<file path="src/rtl/req_responder_if.sv">
// Request/acknowledge bundle between a requester and a req_responder.
// The requester drives req, req_key and hold. The responder drives ack.
interface req_responder_if;
   logic       req;
   logic [3:0] req_key;
   logic       hold;
   logic       ack;

   modport master (
      output req,
      output req_key,
      output hold,
      input  ack
   );

   modport slave (
      input  req,
      input  req_key,
      input  hold,
      output ack
   );
endinterface

</file>
<file path="src/rtl/req_responder.sv">
// Responder side of a single-outstanding req/ack key handshake.
// Acks after LATENCY wait cycles and tracks the mod-16 key sequence plus error status.
module req_responder #(
   parameter int unsigned LATENCY = 2
) (
   input  logic               clk,
   input  logic               rst,
   req_responder_if.slave     bus,
   output logic               busy,
   output logic [3:0]         exp_key,
   output logic [15:0]        done_count,
   output logic [7:0]         mismatch_count,
   output logic               proto_err
);

   typedef enum logic [1:0] {
      S_IDLE = 2'd0,
      S_WAIT = 2'd1,
      S_ACK  = 2'd2
   } state_t;

   localparam int unsigned LAT_M1_I = (LATENCY > 0) ? LATENCY - 1 : 0;
   localparam logic [3:0]  LAT_M1   = LAT_M1_I[3:0];

   function automatic logic [7:0] sat_inc8(input logic [7:0] v);
      return (v == 8'hFF) ? v : v + 8'd1;
   endfunction

   function automatic logic [3:0] key_inc(input logic [3:0] k);
      return k + 4'd1;
   endfunction

   state_t     state_q, state_d;
   logic [3:0] cnt_q, cnt_d;
   logic [3:0] key_q;
   logic [3:0] cmp_key;
   logic       load_key;
   logic       set_err;
   logic       enter_ack;
   logic       ack_q;

   always_comb begin
      state_d  = state_q;
      cnt_d    = cnt_q;
      load_key = 1'b0;
      set_err  = 1'b0;
      case (state_q)
         S_IDLE: begin
            if (bus.req && !bus.hold) begin
               load_key = 1'b1;
               cnt_d    = LAT_M1;
               state_d  = (LATENCY == 0) ? S_ACK : S_WAIT;
            end
         end
         S_WAIT: begin
            if (!bus.req) begin
               set_err = 1'b1;
               state_d = S_IDLE;
            end else if (bus.hold) begin
               state_d = S_WAIT;
            end else if (cnt_q == 4'd0) begin
               state_d = S_ACK;
            end else begin
               cnt_d = cnt_q - 4'd1;
            end
         end
         S_ACK:   state_d = S_IDLE;
         default: state_d = S_IDLE;
      endcase
   end

   // ACK always returns to IDLE, so a next state of ACK means entry this edge.
   // With zero latency the key is compared straight from the bus.
   assign enter_ack = (state_d == S_ACK);
   assign cmp_key   = (state_q == S_IDLE) ? bus.req_key : key_q;

   always_ff @(posedge clk or negedge rst) begin
      if (!rst) begin
         state_q        <= S_IDLE;
         ack_q          <= 1'b0;
         proto_err      <= 1'b0;
         exp_key        <= 4'd0;
         done_count     <= 16'd0;
         mismatch_count <= 8'd0;
      end else begin
         state_q <= state_d;
         ack_q   <= enter_ack;
         if (set_err) begin
            proto_err <= 1'b1;
         end
         if (enter_ack) begin
            done_count <= done_count + 16'd1;
            if (cmp_key == exp_key) begin
               exp_key <= key_inc(exp_key);
            end else begin
               mismatch_count <= sat_inc8(mismatch_count);
               exp_key        <= key_inc(cmp_key);
            end
         end
      end
   end

   // Datapath registers carry no reset; they are only read after a fresh capture.
   always_ff @(posedge clk) begin
      cnt_q <= cnt_d;
      if (load_key) begin
         key_q <= bus.req_key;
      end
   end

   assign busy    = (state_q != S_IDLE);
   assign bus.ack = ack_q;

   a_ack_single: assert property (@(posedge clk) disable iff (!rst) ack_q |=> !ack_q);
   a_ack_busy:   assert property (@(posedge clk) disable iff (!rst) ack_q |-> busy);

endmodule

</file>
<file path="src/flat_wrapper.sv">
// flat-port wrapper written by rule: the top's interface ports become plain ports
module req_responder_flat 
#(
   parameter int unsigned LATENCY = 2
)
  (clk, rst, busy, exp_key, done_count, mismatch_count, proto_err, bus_req, bus_req_key, bus_hold, bus_ack);
  req_responder_if bus_i ();
  input  logic clk;
  input  logic rst;
  output logic busy;
  output logic [3:0] exp_key;
  output logic [15:0] done_count;
  output logic [7:0] mismatch_count;
  output logic proto_err;
  input wire logic [$bits(bus_i.req)-1:0] bus_req;
  input wire logic [$bits(bus_i.req_key)-1:0] bus_req_key;
  input wire logic [$bits(bus_i.hold)-1:0] bus_hold;
  output wire logic [$bits(bus_i.ack)-1:0] bus_ack;
  assign bus_i.req = bus_req;
  assign bus_i.req_key = bus_req_key;
  assign bus_i.hold = bus_hold;
  assign bus_ack = bus_i.ack;
  req_responder #(.LATENCY(LATENCY)) u_core (.clk(clk), .rst(rst), .bus(bus_i), .busy(busy), .exp_key(exp_key), .done_count(done_count), .mismatch_count(mismatch_count), .proto_err(proto_err));
endmodule
</file>
<file path="config.mk">
export PLATFORM = sky130hd
export DESIGN_NAME = req_responder_flat
export DESIGN_NICKNAME = d
export VERILOG_FILES = /design/src/rtl/req_responder_if.sv /design/src/rtl/req_responder.sv /design/src/flat_wrapper.sv
export SDC_FILE = /design/constraint.sdc
export NUM_CORES = 1
export LEC_CHECK = 0
export ABC_AREA = 0
export CAP_MARGIN = 20
export CELL_PAD_IN_SITES_DETAIL_PLACEMENT = 1
export CELL_PAD_IN_SITES_GLOBAL_PLACEMENT = 2
export CORE_ASPECT_RATIO = 1.5
export CORE_UTILIZATION = 36
export CTS_BUF_LIST = sky130_fd_sc_hd__clkbuf_8
export DETAILED_ROUTE_END_ITERATION = 8
export PLACE_DENSITY_LB_ADDON = 0.1
export SKIP_LAST_GASP = 1
export SLEW_MARGIN = 25
export SYNTH_ARGS = -nofsm -noshare
export SYNTH_HDL_FRONTEND = slang
export SYNTH_SLANG_ARGS = --single-unit
export TNS_END_PERCENT = 30
</file>
<file path="constraint.sdc">
create_clock -name clk -period 4.1 [get_ports clk]
set_clock_uncertainty 0.15 [all_clocks]
set_input_delay 1.23 -clock clk [delete_from_list [all_inputs] [get_ports clk]]
set_output_delay 1.23 -clock clk [all_outputs]
set_load 0.005 [all_outputs]
</file>
==> summary.txt, run 1 <==
Timing
  • Number of hold violations in the final report: 0
  • Unrepaired setup endpoints after global routing: no
  • Max-slew violation count: 0
  • Fmax: 0.305 GHz
  • Setup WS post-layout: 0.819 ns
  • Sum of negative setup slack: 0 ns
  • Final Critical Period: 3.28 ns
  • Post-route fraction of the period consumed by the critical path: 80.0%
  • Setup Viol. Count Final: 0
  • Transition time at the pin with the least slew margin: 0.557 ns
  • Max transition margin: 62.6%

Power
  • Power per standard cell area: 346 nW/um^2
  • Highest ir drop seen on vdd: 197 uV
  • Leakage: 1.08 nW

Setup path
  • Largest fanout on the critical path: 13
  • Cell with the largest stage delay on the worst path: sky130_fd_sc_hd__or3_1
  • Worst Setup Path Type: in -> reg
  • Type of element launching the critical path: primary input
  • Data required, critical path: 4.13 ns
  • Crit path DAT: 3.31 ns
  • Largest incremental delay on the critical path: 0.59 ns
  • Number of buffers and inverters on the critical path: 2
  • Largest delay contributor family on the critical path: simple AND/OR/NAND/NOR gates
  • Series of cell instances along the critical path: clkdlybuf4s50_1 > nand2b_1 > or3_1 > inv_6 > nand4_4 > or3_1 > xnor2_1
  • Critical Path Sink Type: flop
  • Most repeated library cell on the critical path: sky130_fd_sc_hd__or3_1

Global routing
  • Global routing usage summed across all routing layers: 17.0%
  • Global-route wire length before repair: 7000 um
  • Remaining global-route overflow: 0
  • Number of global-route vias before repair: 1466
  • Number of antenna violations at the first check in global routing: 0
  • Largest net degree at the start of global routing: 33

Placement
  • Pre-CTS WS: 0.499 ns
  • Port Buffers: 38
  • Global placement routability congestion: 0.710
  • Detailed placement HPWL: 3140 um
  • Placed cell count: 275

Route
  • Overall routed net length: 4120 um
  • Post-route met1 wirelength: 1580 um
  • DRC viols: 0
  • Routed WL per cell: 14.5 um
  • Met2 wirelength from detailed routing: 2350 um
  • First drt pass iteration count: 4
  • Vias: 1370
  • Via-to-Cell Ratio: 4.84
  • Highest layer used for signal routing: met4
  • Drt first-iter violations: 41
  • Antenna-violating nets left: 0
  • Met3 WL post-DR: 116 um

Clocking
  • Clk Tree Root Cell: sky130_fd_sc_hd__clkbuf_8
  • Total clock sinks: 40
  • Number of buffers inserted by post-CTS setup repair: 0
  • Maximum buffer depth of the clock tree: 2
  • Number of clock buffers inserted by TritonCTS: 5
  • Clock tree from TritonCTS: done
  • # resized after CTS: 0
  • Hold buffers post-CTS: 0
  • Worst-path clk slew: 0.07 ns
  • # H-tree levels: 2
  • Clk_lat worst skew: 0.29 ns

Synth
  • Fraction of post-synthesis cell area in the top cell type by area: 42.2%
  • Synthesized net count: 182
  • Top cells by count, synth: sky130_fd_sc_hd__dfrtp_1, sky130_fd_sc_hd__nand2_1, sky130_fd_sc_hd__xnor2_1
  • Total number of yosys warnings: 0
  • Main area contributors after synthesis: sky130_fd_sc_hd__dfrtp_1, sky130_fd_sc_hd__edfxtp_1, sky130_fd_sc_hd__xnor2_1, sky130_fd_sc_hd__xor2_1, sky130_fd_sc_hd__nand2_1
  • Yosys cell types: 34
  • Number of flops mapped to enable cells by yosys: 8
  • Cell type with the highest aggregate area in the netlist: sky130_fd_sc_hd__dfrtp_1
  • Synthesized instance count: 170
  • Top flip-flop cell by instance count after synthesis: sky130_fd_sc_hd__dfrtp_1
  • Most numerous cell in the Yosys netlist: sky130_fd_sc_hd__dfrtp_1
  • Part of the Yosys area used for sequential elements: 54.9%
  • Mean cell area of the mapped netlist: 11.2 um^2
  • Post-synthesis cell area: 1900 um^2
  • Async set-or-reset flop fraction in the synthesized netlist: 80.0%
  • Seq cells post-synth: 40

Floorplan
  • Die Y-Extent: 90.9 um
  • Starting density of the core: 37.0%
  • FP Rows: 32
  • Core region area: 5120 um^2
  • IO Pins: 39
  • Floorplan die area: 5570 um^2
  • X dimension of the die: 61.3 um

Cells and area
  • Share of final-layout standard cells stronger than drive strength 1: 6.51%
  • Synth-to-Final Area Change: 29.8%
  • Finished Layout Cells: 283
  • Final #Nets: 226
  • # diodes: 0

Job
  • Number of max-cap violations: 0

Run status
  • Status: completed

Min path
  • Class of the tightest hold or removal check: reg -> reg
==> report_power, final <==
group          total [mW]  internal (mW)  switching, mW  leakage, nW
sequential          0.444          0.423         0.0207        0.501
clock               0.312          0.178          0.134       0.0593
combinational      0.0948         0.0523         0.0425        0.521
==> registers in the layout (all words and copies together) (netlist names) <==
name / flops
u_core.state_q: 2
u_core.proto_err: 1
u_core.cnt_q: 4
u_core.done_count: 16
u_core.exp_key: 4
u_core.bus.ack: 1
u_core.mismatch_count: 8
u_core.key_q: 4
==> final cells by class <==
class                           instances  area (um^2)
Tap cell                               68         85.1
Timing Repair Buffer                   39          388
Fill cell                             607         2660
Multi-Input combinational cell        121          810
Inverter                                7         31.3
Sequential cell                        40         1040
Clock inverter                          3         38.8
Clock buffer                            5         68.8
==> layout by cell type (no fill, tap or decap), types with 2 or more instances in the layout <==
master | synthesis | routed
sky130_fd_sc_hd__and3_1 | 4 | 4
sky130_fd_sc_hd__clkbuf_8 | 0 | 5
sky130_fd_sc_hd__clkdlybuf4s50_1 | 0 | 38
sky130_fd_sc_hd__dfrtp_1 | 32 | 32
sky130_fd_sc_hd__edfxtp_1 | 8 | 8
sky130_fd_sc_hd__ha_1 | 4 | 4
sky130_fd_sc_hd__inv_1 | 5 | 6
sky130_fd_sc_hd__mux2_2 | 2 | 2
sky130_fd_sc_hd__mux2i_1 | 3 | 3
sky130_fd_sc_hd__nand2_1 | 20 | 20
sky130_fd_sc_hd__nand2b_1 | 2 | 2
sky130_fd_sc_hd__nand3_1 | 10 | 10
sky130_fd_sc_hd__nand4_1 | 5 | 5
sky130_fd_sc_hd__nor2_1 | 13 | 13
sky130_fd_sc_hd__nor3_1 | 6 | 6
sky130_fd_sc_hd__o21ai_0 | 3 | 3
sky130_fd_sc_hd__or3_1 | 2 | 2
sky130_fd_sc_hd__xnor2_1 | 18 | 18
sky130_fd_sc_hd__xor2_1 | 16 | 16
==> through the flow <==
step / util, % / instance area [um^2] / hold WS (ns) / power (mW)
2_1_floorplan: - / 1900 / 0.298 / 0.490
3_3_place_gp: 45.9 / 2350 / 0.309 / 0.543
3_5_place_dp: 45.9 / 2350 / 0.315 / 0.549
4_1_cts: 48.0 / 2460 / 0.336 / 0.866
5_1_grt: 48.0 / 2460 / 0.359 / 0.893
6_report: 48.0 / 2460 / 0.330 / 0.851
==> final timing paths <==
kind                                   from                     to  slack (ns)  cells past startpoint
max                                bus_hold  u_core.done_count[13]        0.82                      7
min                        u_core.proto_err       u_core.proto_err        0.33                      1
max reg2reg                 u_core.cnt_q[0]  u_core.done_count[13]        1.31                      8
min reg2reg                u_core.proto_err       u_core.proto_err        0.33                      1
max in group asynchronous               rst  u_core.done_count[12]        2.30                      2
min in group asynchronous               rst  u_core.done_count[10]        1.19                      2
==> cell families after synthesis <==
kind of cell,count (synthesis),synth area share [%]
AOI/OAI and AO/OA,7,2.18
buffers and inverters,9,2.44
adders and majority gates,4,2.64
and+or+nand+nor,71,19.4
DFF,40,54.9
xor gates and xnor gates,34,15.7
muxes,5,2.77
==> layer usage <==
metal | vias up | global-route usage (%)
met4 | 0 | 6.63
li1 | 658 | -
met3 | 5 | 4.01
met2 | 24 | 29.4
met5 | - | 0
met1 | 683 | 19.2
No activity file was read; power rests on OpenSTA's default activity.
==> run 2: changes to the inputs <==
--- a/config.mk
+++ b/config.mk
@@ -10,7 +10,7 @@
 export CELL_PAD_IN_SITES_DETAIL_PLACEMENT = 1
 export CELL_PAD_IN_SITES_GLOBAL_PLACEMENT = 2
 export CORE_ASPECT_RATIO = 1.5
-export CORE_UTILIZATION = 36
+export CORE_UTILIZATION = 30
 export CTS_BUF_LIST = sky130_fd_sc_hd__clkbuf_8
 export DETAILED_ROUTE_END_ITERATION = 8
 export PLACE_DENSITY_LB_ADDON = 0.1
==> constraint.sdc (replaced) <==
create_clock -name clk -period 2.7 [get_ports clk]
set_clock_uncertainty 0.15 [all_clocks]
set_input_delay 0.81 -clock clk [delete_from_list [all_inputs] [get_ports clk]]
set_output_delay 0.81 -clock clk [all_outputs]
set_load 0.005 [all_outputs]
==> summary.txt, run 2 (synthesis results as in run 1) <==
Run status
  • Status: completed

Global routing
  • Number of antenna violations at the first check in global routing: 0 (unchanged)
  • Largest net degree at the start of global routing: 33 (unchanged)
  • Global routing usage summed across all routing layers: 15.4% (-1.6 points)
  • Number of global-route vias before repair: 1606 (+9.5%)
  • Remaining global-route overflow: 0 (unchanged)
  • Global-route wire length before repair: 7670 um (+9.6%)

Clocking
  • Total clock sinks: 40 (unchanged)
  • Hold buffers post-CTS: 0 (unchanged)
  • Clk Tree Root Cell: sky130_fd_sc_hd__clkbuf_8
  • # H-tree levels: 2 (unchanged)
  • Number of clock buffers inserted by TritonCTS: 5 (unchanged)
  • Maximum buffer depth of the clock tree: 2 (unchanged)
  • Clk_lat worst skew: 0.29 ns (about the same)
  • Clock tree from TritonCTS: done
  • Worst-path clk slew: 0.07 ns (about the same)

Floorplan
  • Floorplan die area: 6650 um^2 (+19%)
  • Die Y-Extent: 99.4 um (+9.3%)
  • FP Rows: 35 (+9.4%)
  • Core region area: 6130 um^2 (+20%)
  • X dimension of the die: 66.9 um (+9.2%)
  • Starting density of the core: 30.9% (-6.1 points)
  • IO Pins: 39 (unchanged)

Timing
  • Max transition margin: 71.4% (+8.8 points)
  • Max-slew violation count: 0 (unchanged)
  • Unrepaired setup endpoints after global routing: no
  • Final Critical Period: 2.51 ns
  • Sum of negative setup slack: 0 ns (unchanged)
  • Number of hold violations in the final report: 0 (unchanged)
  • Fmax: 0.398 GHz
  • Post-route fraction of the period consumed by the critical path: 93.0%
  • Setup Viol. Count Final: 0 (unchanged)
  • Transition time at the pin with the least slew margin: 0.429 ns (-0.127 ns)

Cells and area
  • Synth-to-Final Area Change: 35.6%
  • Flip-flop count of the largest register, all copies and words added: 16 (unchanged)
  • Storage cell area: 1040 um^2 (unchanged)
  • Final #Nets: 243 (+7.5%)
  • Share of final-layout standard cells stronger than drive strength 1: 13.4% (+6.9 points)
  • Register containing the most flip-flops in the final layout: u_core.done_count
  • Final cell utilization of the core: 42.0% (-6.1 points)
  • # diodes: 0 (unchanged)
  • Number of inserted filler cells in the final layout: 691 (+14%)
  • Multi-input combinational cell area: 815 um^2 (+0.62%)
  • Largest registers: u_core.done_count: 16 flops, u_core.mismatch_count: 8 flops
  • Commonest cells after routing, fill and taps aside: sky130_fd_sc_hd__clkdlybuf4s50_1, sky130_fd_sc_hd__dfrtp_1, sky130_fd_sc_hd__nand2_1
  • Most common cell after layout, fill and taps aside: sky130_fd_sc_hd__clkdlybuf4s50_1

Setup path
  • Data required, critical path: 2.72 ns (-1.41 ns)
  • Critical Path Sink Type: flop
  • Type of element launching the critical path: primary input
  • Largest fanout on the critical path: 3 (-10)
  • Series of cell instances along the critical path: clkdlybuf4s50_1 > xor2_1 > o41ai_1 > o21ai_1 > nand2_1 > mux2_2
  • Largest incremental delay on the critical path: 0.46 ns (-0.13 ns)
  • Crit path DAT: 2.53 ns (-0.78 ns)
  • Cell with the largest stage delay on the worst path: sky130_fd_sc_hd__clkdlybuf4s50_1
  • Worst Setup Path Type: in -> reg

Route
  • Overall routed net length: 4520 um (+9.8%)
  • Via-to-Cell Ratio: 4.67 (-3.5%)
  • First drt pass iteration count: 3 (-1)
  • Vias: 1425 (+4.0%)
  • Routed WL per cell: 14.8 um (+1.9%)
  • Antenna-violating nets left: 0 (unchanged)
  • Drt first-iter violations: 49 (+20%)
  • DRC viols: 0 (unchanged)

Power
  • Overall power: 1.20 mW (+41%)
  • Leakage: 1.15 nW (+6.4%)
  • Highest ir drop seen on vdd: 298 uV (+51%)
  • Power per standard cell area: 466 nW/um^2 (+35%)

Placement
  • Detailed placement HPWL: 3510 um (+12%)
  • Port Buffers: 38 (unchanged)
  • Global placement routability congestion: 0.771 (+8.6%)

Min path
  • Class of the tightest hold or removal check: reg -> reg

Job
  • Number of max-cap violations: 0 (unchanged)
[run 2: final timing paths]
| path | from | to | slack, ns | cells past startpoint |
|---|---|---|---|---|
| min reg2reg | u_core.state_q[1] | u_core.state_q[0] | 0.35 | 1 |
| max reg2reg | u_core.cnt_q[0] | u_core.done_count[15] | 0.25 | 9 |
| max in group asynchronous | rst | u_core.mismatch_count[2] | 1.31 | 2 |
| min | u_core.state_q[1] | u_core.state_q[0] | 0.35 | 1 |
| min in group asynchronous | rst | u_core.done_count[10] | 0.76 | 2 |
| max | bus_req_key[3] | u_core.mismatch_count[1] | 0.19 | 6 |
[run 2: cell type report]
class	instances	share of cell area, %
clock buffers	5	2.68
clock inverters	2	0.340
repair buffers	56	20.0
flip-flops and latches	40	40.5
inverters	7	1.22
multi-input cells	121	31.7
well taps	74	3.60
[run 2: power breakdown]
group | switching, mW | leakage [nW] | internal, mW
combinational | 0.0669 | 0.605 | 0.0904
sequential | 0.0303 | 0.501 | 0.642
clock | 0.197 | 0.0452 | 0.172
total | 0.294 | 1.15 | 0.905
[run 2: timing repair]
| action | in CTS | in global routing |
|---|---|---|
| setup buffers | 0 | 0 |
| endpoints found under the setup margin | 0 | 2 |
| gates resized for setup | 0 | 1 |
[run 2: metrics by stage]
step           hold slack [ns]  std cells  setup WS, ns  instance area (um^2)
2_1_floorplan            0.298        170         0.239                  1900
6_report                 0.347        305         0.190                  2570
5_1_grt                  0.386        305        0.0755                  2570
4_1_cts                  0.352        305         0.126                  2570
3_5_place_dp             0.331        298        -0.157                  2490
3_3_place_gp             0.321        298        -0.145                  2490
[run 2: critical path: cells and delay by family]
kind | cells | cell delay [ns]
AND/OR/NAND/NOR | 1 | 0.16
AO/OA/AOI/OAI | 2 | 0.57
multiplexers | 1 | 0.34
buffers and inverters | 1 | 0.46
XOR/XNOR | 1 | 0.19
[run 2: layer usage]
layer | vias up | wire length, um | track usage (%)
met5 | - | 0 | 0
met4 | 0 | 95 | 6.22
met3 | 10 | 146 | 3.78
met2 | 30 | 2460 | 27.4
met1 | 694 | 1820 | 17.0
li1 | 691 | - | -
